===== src/rtl/pipeline_debug_ctrl.sv =====
// Purpose: command sequencer that loads instruction memory and gates the pipeline enable (UART byte commands L/C/S).
// Latency: command byte -> o_pipe_reset 1 cycle; 4th load byte -> o_imem_we 1 cycle; i_halt -> o_enable low 1 cycle.
// Backpressure: none; one byte per i_rx_valid strobe is always accepted. Optional macro CYCLE_COUNT_EN adds the cycle counter.
module pipeline_debug_ctrl #(
   parameter int          ADDR_W    = 8,
   parameter logic [31:0] HALT_WORD = 32'hFFFF_FFFF,
   parameter logic [7:0]  CMD_LOAD  = 8'h4C,
   parameter logic [7:0]  CMD_RUN   = 8'h43,
   parameter logic [7:0]  CMD_STEP  = 8'h53
) (
   input  logic              i_clk,
   input  logic              i_reset,
   input  logic [7:0]        i_rx_data,
   input  logic              i_rx_valid,
   input  logic              i_halt,
   output logic              o_enable,
   output logic              o_pipe_reset,
   output logic              o_imem_we,
   output logic [ADDR_W-1:0] o_imem_addr,
   output logic [31:0]       o_imem_data,
   output logic              o_loaded,
   output logic              o_load_err,
   output logic              o_done,
   output logic [31:0]       o_cycle_count
);

   typedef enum logic [2:0] {
      IDLE,
      LOAD,
      RUN,
      STEP,
      DONE
   } state_t;

   localparam logic [ADDR_W-1:0] ADDR_MAX = '1;

   state_t      state;
   logic [1:0]  byte_cnt;
   logic [23:0] word_lo;
   logic [31:0] full_word;

   // The 4th byte completes the word combinationally so it can be written one cycle later.
   assign full_word = {i_rx_data, word_lo};

   // Main sequencer: state, load assembly and all control outputs are registered here.
   always_ff @(posedge i_clk or posedge i_reset) begin
      if (i_reset) begin
         state        <= IDLE;
         byte_cnt     <= 2'd0;
         word_lo      <= 24'd0;
         o_enable     <= 1'b0;
         o_pipe_reset <= 1'b0;
         o_imem_we    <= 1'b0;
         o_imem_addr  <= '0;
         o_imem_data  <= 32'd0;
         o_loaded     <= 1'b0;
         o_load_err   <= 1'b0;
         o_done       <= 1'b0;
      end else begin
         o_imem_we    <= 1'b0;
         o_pipe_reset <= 1'b0;
         o_enable     <= 1'b0;
         case (state)
            IDLE: begin
               if (i_rx_valid) begin
                  if (i_rx_data == CMD_LOAD) begin
                     state       <= LOAD;
                     o_imem_addr <= '0;
                     byte_cnt    <= 2'd0;
                     o_loaded    <= 1'b0;
                     o_load_err  <= 1'b0;
                  end else if (o_loaded && (i_rx_data == CMD_RUN)) begin
                     o_pipe_reset <= 1'b1;
                     state        <= RUN;
                  end else if (o_loaded && (i_rx_data == CMD_STEP)) begin
                     o_pipe_reset <= 1'b1;
                     state        <= STEP;
                  end
               end
            end

            LOAD: begin
               // Address advances only after a write that kept us loading, so it never wraps.
               if (o_imem_we) begin
                  o_imem_addr <= o_imem_addr + 1'b1;
               end
               if (i_rx_valid) begin
                  byte_cnt <= byte_cnt + 1'b1;
                  case (byte_cnt)
                     2'd0: word_lo[7:0]   <= i_rx_data;
                     2'd1: word_lo[15:8]  <= i_rx_data;
                     2'd2: word_lo[23:16] <= i_rx_data;
                     default: begin
                        o_imem_we   <= 1'b1;
                        o_imem_data <= full_word;
                        if (full_word == HALT_WORD) begin
                           o_loaded <= 1'b1;
                           state    <= IDLE;
                        end else if (o_imem_addr == ADDR_MAX) begin
                           o_load_err <= 1'b1;
                           o_loaded   <= 1'b0;
                           state      <= IDLE;
                        end
                     end
                  endcase
               end
            end

            RUN: begin
               // During the pipe reset cycle the pipeline may still report the previous halt; ignore it.
               if (i_halt && !o_pipe_reset) begin
                  o_done <= 1'b1;
                  state  <= DONE;
               end else begin
                  o_enable <= 1'b1;
               end
            end

            STEP: begin
               // Halt takes priority over a step strobe arriving in the same cycle.
               if (i_halt && !o_pipe_reset) begin
                  o_done <= 1'b1;
                  state  <= DONE;
               end else if (i_rx_valid) begin
                  if (i_rx_data == CMD_STEP) begin
                     o_enable <= 1'b1;
                  end else if (i_rx_data == CMD_RUN) begin
                     o_enable <= 1'b1;
                     state    <= RUN;
                  end
               end
            end

            DONE: begin
               if (i_rx_valid) begin
                  if (i_rx_data == CMD_LOAD) begin
                     o_done      <= 1'b0;
                     state       <= LOAD;
                     o_imem_addr <= '0;
                     byte_cnt    <= 2'd0;
                     o_loaded    <= 1'b0;
                     o_load_err  <= 1'b0;
                  end else if (i_rx_data == CMD_RUN) begin
                     o_done       <= 1'b0;
                     o_pipe_reset <= 1'b1;
                     state        <= RUN;
                  end else if (i_rx_data == CMD_STEP) begin
                     o_done       <= 1'b0;
                     o_pipe_reset <= 1'b1;
                     state        <= STEP;
                  end
               end
            end

            default: begin
               state <= IDLE;
            end
         endcase
      end
   end

`ifdef CYCLE_COUNT_EN
   logic [31:0] cycle_cnt;

   // Counts enabled cycles; restarts with each pipeline reset and saturates at all ones.
   always_ff @(posedge i_clk or posedge i_reset) begin
      if (i_reset) begin
         cycle_cnt <= 32'd0;
      end else if (o_pipe_reset) begin
         cycle_cnt <= 32'd0;
      end else if (o_enable && (cycle_cnt != 32'hFFFF_FFFF)) begin
         cycle_cnt <= cycle_cnt + 32'd1;
      end
   end

   assign o_cycle_count = cycle_cnt;
`else
   assign o_cycle_count = 32'd0;
`endif

endmodule


===== config.mk =====
export PLATFORM = sky130hd
export DESIGN_NAME = pipeline_debug_ctrl
export DESIGN_NICKNAME = d
export VERILOG_FILES = /design/src/rtl/pipeline_debug_ctrl.sv
export SDC_FILE = /design/constraint.sdc
export NUM_CORES = 1
export LEC_CHECK = 0
export BUFFER_PORTS_ARGS = -buffer_cell sky130_fd_sc_hd__buf_2
export CAP_MARGIN = 10
export CORE_UTILIZATION = 48
export CTS_BUF_LIST = sky130_fd_sc_hd__clkbuf_4 sky130_fd_sc_hd__clkbuf_8 sky130_fd_sc_hd__clkbuf_16
export CTS_CLUSTER_SIZE = 40
export DETAILED_ROUTE_END_ITERATION = 7
export PLACE_DENSITY_LB_ADDON = 0.08
export SLEW_MARGIN = 30
export SYNTH_ARGS = -nofsm -noshare
export SYNTH_HDL_FRONTEND = slang
export SYNTH_SLANG_ARGS = --single-unit

===== constraint.sdc =====
create_clock -name i_clk -period 2.1 [get_ports i_clk]
set_input_delay 0.105 -clock i_clk [delete_from_list [all_inputs] [get_ports i_clk]]
set_output_delay 0.105 -clock i_clk [all_outputs]
set_load 0.02 [all_outputs]

[Word-level counts from Yosys, hierarchy flattened]
Index checks and enable logic that the tools add are counted.
Operators by class
  multiplexer cells: 62
  eq/ne operators: 28
  bitwise logic cells: 1
  magnitude comparators: 0
  div/mod/pow operators: 0
  $add $sub $neg: 2
  shift-type cells: 0
  multiply operators: 0
  reductions and logical operators: 21
Operators with widths (count)
  3-bit 2-to-1 mux: 17
  32-bit == test, second input constant: 1
  1-bit 2-to-1 mux: 31
  8-bit by 7-bit == test with 1-bit output, second input constant: 3
  8-bit 2-to-1 mux: 3
  2-bit inequality test, second input constant: 8
  8-bit one-hot mux with 2 select lines: 1
  3-bit one-hot mux with 5 select lines: 1
  3-bit inequality test, second input constant: 4
  3-bit AND reduction: 4
  4-bit AND reduction: 3
  11-bit AND reduction: 1
  1-bit one-hot mux with 2 select lines: 5
  8-bit by 1-bit adder with 8-bit output, second input constant: 1
  8-bit == test, second input constant: 1
  4-bit inequality test, second input constant: 2
  7-bit AND reduction: 1
  3-bit by 2-bit == test with 1-bit output, second input constant: 2
  2-bit 2-to-1 mux: 3
  2-bit by 1-bit inequality test with 1-bit output, second input constant: 3
  6-bit AND reduction: 1
  2-bit one-hot mux with 2 select lines: 1
  2-bit nonzero test: 2
  2-bit OR reduction: 2
  11 further kinds: 13
Word-level totals
  bits in read-only memories: 0
  RAM bits: 0
  memories: 0
  output and inout bits: 78
  bits in latches: 0
  logic and storage cells: 127
  input bits: 12
  register bits: 75

[Logic depth before layout (Yosys ltp)]
  depth in word-level cells: 7
  depth in mapped cells: 8
  depth with buffers taken out: 6

[Worst setup path before layout]
No wires, ideal clock.
  kind: register to register
  from: register state[0]
  to: register o_imem_data[10]
  arrival time: 1.762 ns
  setup time: 0.125 ns
  buffers on the path: 2
  period minus slack after synthesis: 1.886 ns
  cell stages (with the launch flop): 7
  data required time: 1.975 ns
  path slack: 0.214 ns
  cell sequence: dfrtp_1 -> nor3b_1 -> and2_1 -> buf_2 -> nand2_1 -> clkbuf_1 -> mux2_2
On the way
  cells in the longest elaborated chain, start to end: 2
RTL lines
  start, declared: RTL line 37  | state_t state;
  start signal, assigned: RTL line 48  | state <= IDLE;
  start signal, assigned: RTL line 67  | state <= LOAD;
  start signal, assigned: RTL line 74  | state <= RUN;
  3-bit by 1-bit == test with 1-bit output: RTL line 63  | case (state)
  3-bit AND reduction (no line)
  end signal, assigned: RTL line 95  | o_imem_data <= full_word;
  end, declared: RTL line 20  | output logic [31:0] o_imem_data,
Every way passes these cells.
A chain may end at the register's enable or synchronous reset.

[Worst setup path after layout]
  from: register word_lo[6]
  to: register state[1]
On the way
  cells in the longest elaborated chain, start to end: 5
  elaborated cells between the ends (all ways): 7
  classes of those cells: eq/ne: 2; mux: 4; reduce/logical: 1
RTL lines
  start, declared: RTL line 39  | logic [23:0] word_lo;
  start signal, assigned: RTL line 90  | 2'd0: word_lo[7:0] <= i_rx_data;
  32-bit == test *: RTL line 96  | if (full_word == HALT_WORD) begin
  3-bit 2-to-1 mux: RTL line 96
  3-bit 2-to-1 mux: RTL line 89  | case (byte_cnt)
  3-bit 2-to-1 mux: RTL line 87  | if (i_rx_valid) begin
  3-bit one-hot mux with 5 select lines: RTL line 63
  end signal, assigned: RTL line 67
  end signal, assigned: RTL line 98  | state <= IDLE;
  end signal, assigned: RTL line 102  | state <= IDLE;
Every way passes the cells marked *; elsewhere a longest branch is shown, timed or not. The select of a mux whose other input is x is not followed.

==> impl_metrics.tcl <==
set metrics [dict create \
    drc 0 \
    dpl_cell_area_mm2 0.003797 \
    synth_cell_types 46 \
    vias_per_cell 5.043 \
    cts_tree "done" \
    syn_area_per_cell_um2 12.71 \
    crit_arrival_ps 2160 \
    startpoint_type "register" \
    dp.cells 427 \
    end_kind "register" \
    start_util_pct 50.52 \
    fin_setup_tns_ps 0 \
    syn_area_mm2 0.003508 \
    final_cell_area_mm2 0.004028 \
    whs_ps 75.48 \
    grt_overflow 0 \
    synth-main-ff-cell "dfrtp_1" \
    core_mm2 0.006944 \
    portBuffers 57 \
    num_vias 2239 \
    cts_sinks 75 \
    cp_slowest_cell "a311o_2" \
    num_antenna_cells 0 \
    detail-route-antenna-nets 0 \
    finalNetCount 360 \
    layout-drive-gt1-share_pct 42.53 \
    power_density_mw_per_mm2 1183 \
    reg2regPathDepth 5 \
    finalCritPeriodShare_pct 91.39 \
    hold_class "in2reg" \
    critPathMaxFanout 3 \
    antenna_found_initial 0 \
    place_congestion 0.9085 \
    dp_hpwl_um 4580 \
    setup_viol 0 \
    cts_buffer_depth 2 \
    ioPinCount 90 \
    max_cap_violations 0 \
    htree_levels 3 \
    crit_path_cell_trace "nand4_1 -> nor4_1 -> nand2_1 -> a311o_2 -> mux2_4" \
    synth_seq_cells 75 \
    synth_edf_count 0 \
    cp.depth 5 \
    crit_buf_inv 0 \
    die_h_um 87.50 \
    drt_iter0_drc 90 \
    peakVddDrop_mv 0.5876 \
    skew_ps 5.277 \
    slew_violations 0 \
    cp.required_ps 2340 \
    firstDrtPassIters 4 \
    design.die.area_mm2 0.007655 \
    clockRootBuffer "clkbuf_8" \
    max_stage_delay_ps 430 \
    rsz0062_at_grt "false" \
    cts_made_buffers 9 \
    critical_path_class "reg2reg" \
    fmax_mhz 521.0 \
    yosysWarnings 0 \
    instances_no_fill 444 \
    grt_pass1_vias 2093 \
    grt_first_pass_wirelength_um 10710 \
    whs_path_depth 2 \
    die_width_um 87.50 \
    crit_family "simple AND/OR/NAND/NOR gates" \
    num_rows 30 \
    clk_latency_ps 350 \
    hold_viol 0 \
    run_status "finished clean" \
    syn_inst 276 \
    syn_to_final_growth_pct 14.80 \
    routed_wl_um 6532 \
    grt_max_degree 76 \
    clk_pin_slew_ps 70 \
    finalCriticalPeriod_ps 1919 \
    seq_area_frac_synth_pct 53.50 \
    wl_per_cell_um 14.71 \
    fillers 608 \
    post_cts.repair.setup_buffers 0 \
    leakage_nw 2.117 \
    grtUsageTotal_pct 19.39 \
    ys_async_sr_fraction_pct 100.0 \
]
-- final timing paths --
path | to | slack (ps) | from
worst min-delay path | word_lo[6]$_DFFE_PP0P_ | 80 | i_rx_data[6]
max in group asynchronous | o_loaded$_DFFE_PP0P_ | 1390 | i_reset
worst max-delay path | state[1]$_DFFE_PP0P_ | 180 | word_lo[6]$_DFFE_PP0P_
worst min register to register | o_imem_data[10]$_DFFE_PP0P_ | 500 | o_imem_data[10]$_DFFE_PP0P_
worst max register to register | state[1]$_DFFE_PP0P_ | 180 | word_lo[6]$_DFFE_PP0P_
min in group asynchronous | o_imem_data[11]$_DFFE_PP0P_ | 360 | i_reset
-- power by group --
| group | internal [W] | switching, W | leakage, nW |
|---|---|---|---|
| registers | 0.00188 | 0.000354 | 0.981 |
| clock network | 0.000642 | 0.000517 | 0.108 |
| logic | 0.000652 | 0.000716 | 1.03 |
-- through the flow --
step / total power, W / worst slack (ps) / util (%)
5_1_grt: 0.005053 / 33.09 / 58.00
6_report: 0.004765 / 180.7 / 58.00
3_5_place_dp: 0.003633 / 111.9 / 54.68
2_1_floorplan: 0.003228 / 85.03 / -
3_3_place_gp: 0.003603 / 161.2 / 54.68
4_1_cts: 0.004795 / 169.1 / 57.89
-- Yosys cell counts (4+ instances only) --
library cell | number | share of area, %
a21oi_1 | 6 | 0.86
nand2_1 | 13 | 1.4
xor2_1 | 4 | 1.0
mux2_2 | 57 | 18
nor2_1 | 12 | 1.3
nand3_1 | 4 | 0.57
ha_1 | 5 | 1.8
dfrtp_1 | 75 | 53
nand4_1 | 11 | 2.0
o21ai_0 | 4 | 0.57
buf_4 | 32 | 6.8
inv_1 | 10 | 1.1
-- layout by cell type, fill, tap and decap left out, types with 5 or more instances in the layout --
master    count
dfrtp_1      75
mux2_2       57
buf_2        57
conb_1       32
nand2_1      13
clkbuf_8     12
nor2_1       11
nand4_1      11
inv_1         9
a21oi_1       6
ha_1          5
-- state kept, by name (all words and copies together) (netlist names) --
signal        cells
o_load_err        1
o_imem_addr       8
o_pipe_reset      1
state             3
o_enable          1
o_imem_data      32
o_done            1
o_imem_we         1
word_lo          24
o_loaded          1
byte_cnt          2
-- kinds of logic (layout without fill, tap and decap cells) --
kind of cell | count (synthesis) | in the layout | synth area share, %
xor+xnor | 4 | 4 | 0.9985
simple gates | 61 | 61 | 10.56
flops | 75 | 75 | 53.50
buf+inv | 48 | 89 | 9.486
other cells | 1 | 32 | 0.1069
fa+ha+maj | 5 | 5 | 1.783
mux | 59 | 59 | 19.01
compound gates | 23 | 23 | 4.566
-- routing by layer --
layer,up-vias,share of wire [%],track usage [%]
met5,-,0,0
met3,7,4.8,5.972
li1,1043,-,-
met2,79,47,28.76
met4,0,1.2,7.601
met1,1110,47,26.58
-- area by class of cell --
class,count,area [µm²],area share [%]
inverter,10,37.54,0.9320
tap,96,120.1,2.982
multi-input combinational,184,1423,35.32
clock inverter,4,47.55,1.180
sequential,75,1877,46.60
timing repair buffer,63,357.8,8.885
clock buffer,12,165.2,4.101
-- repair_timing --
item | in CTS | in global routing
endpoints found under the hold margin | 75 | 0
setup endpoints to repair | 0 | 3
gates resized for setup | 0 | 2
hold buffers | 1 | 0
(Power assumes the default switching activity.)
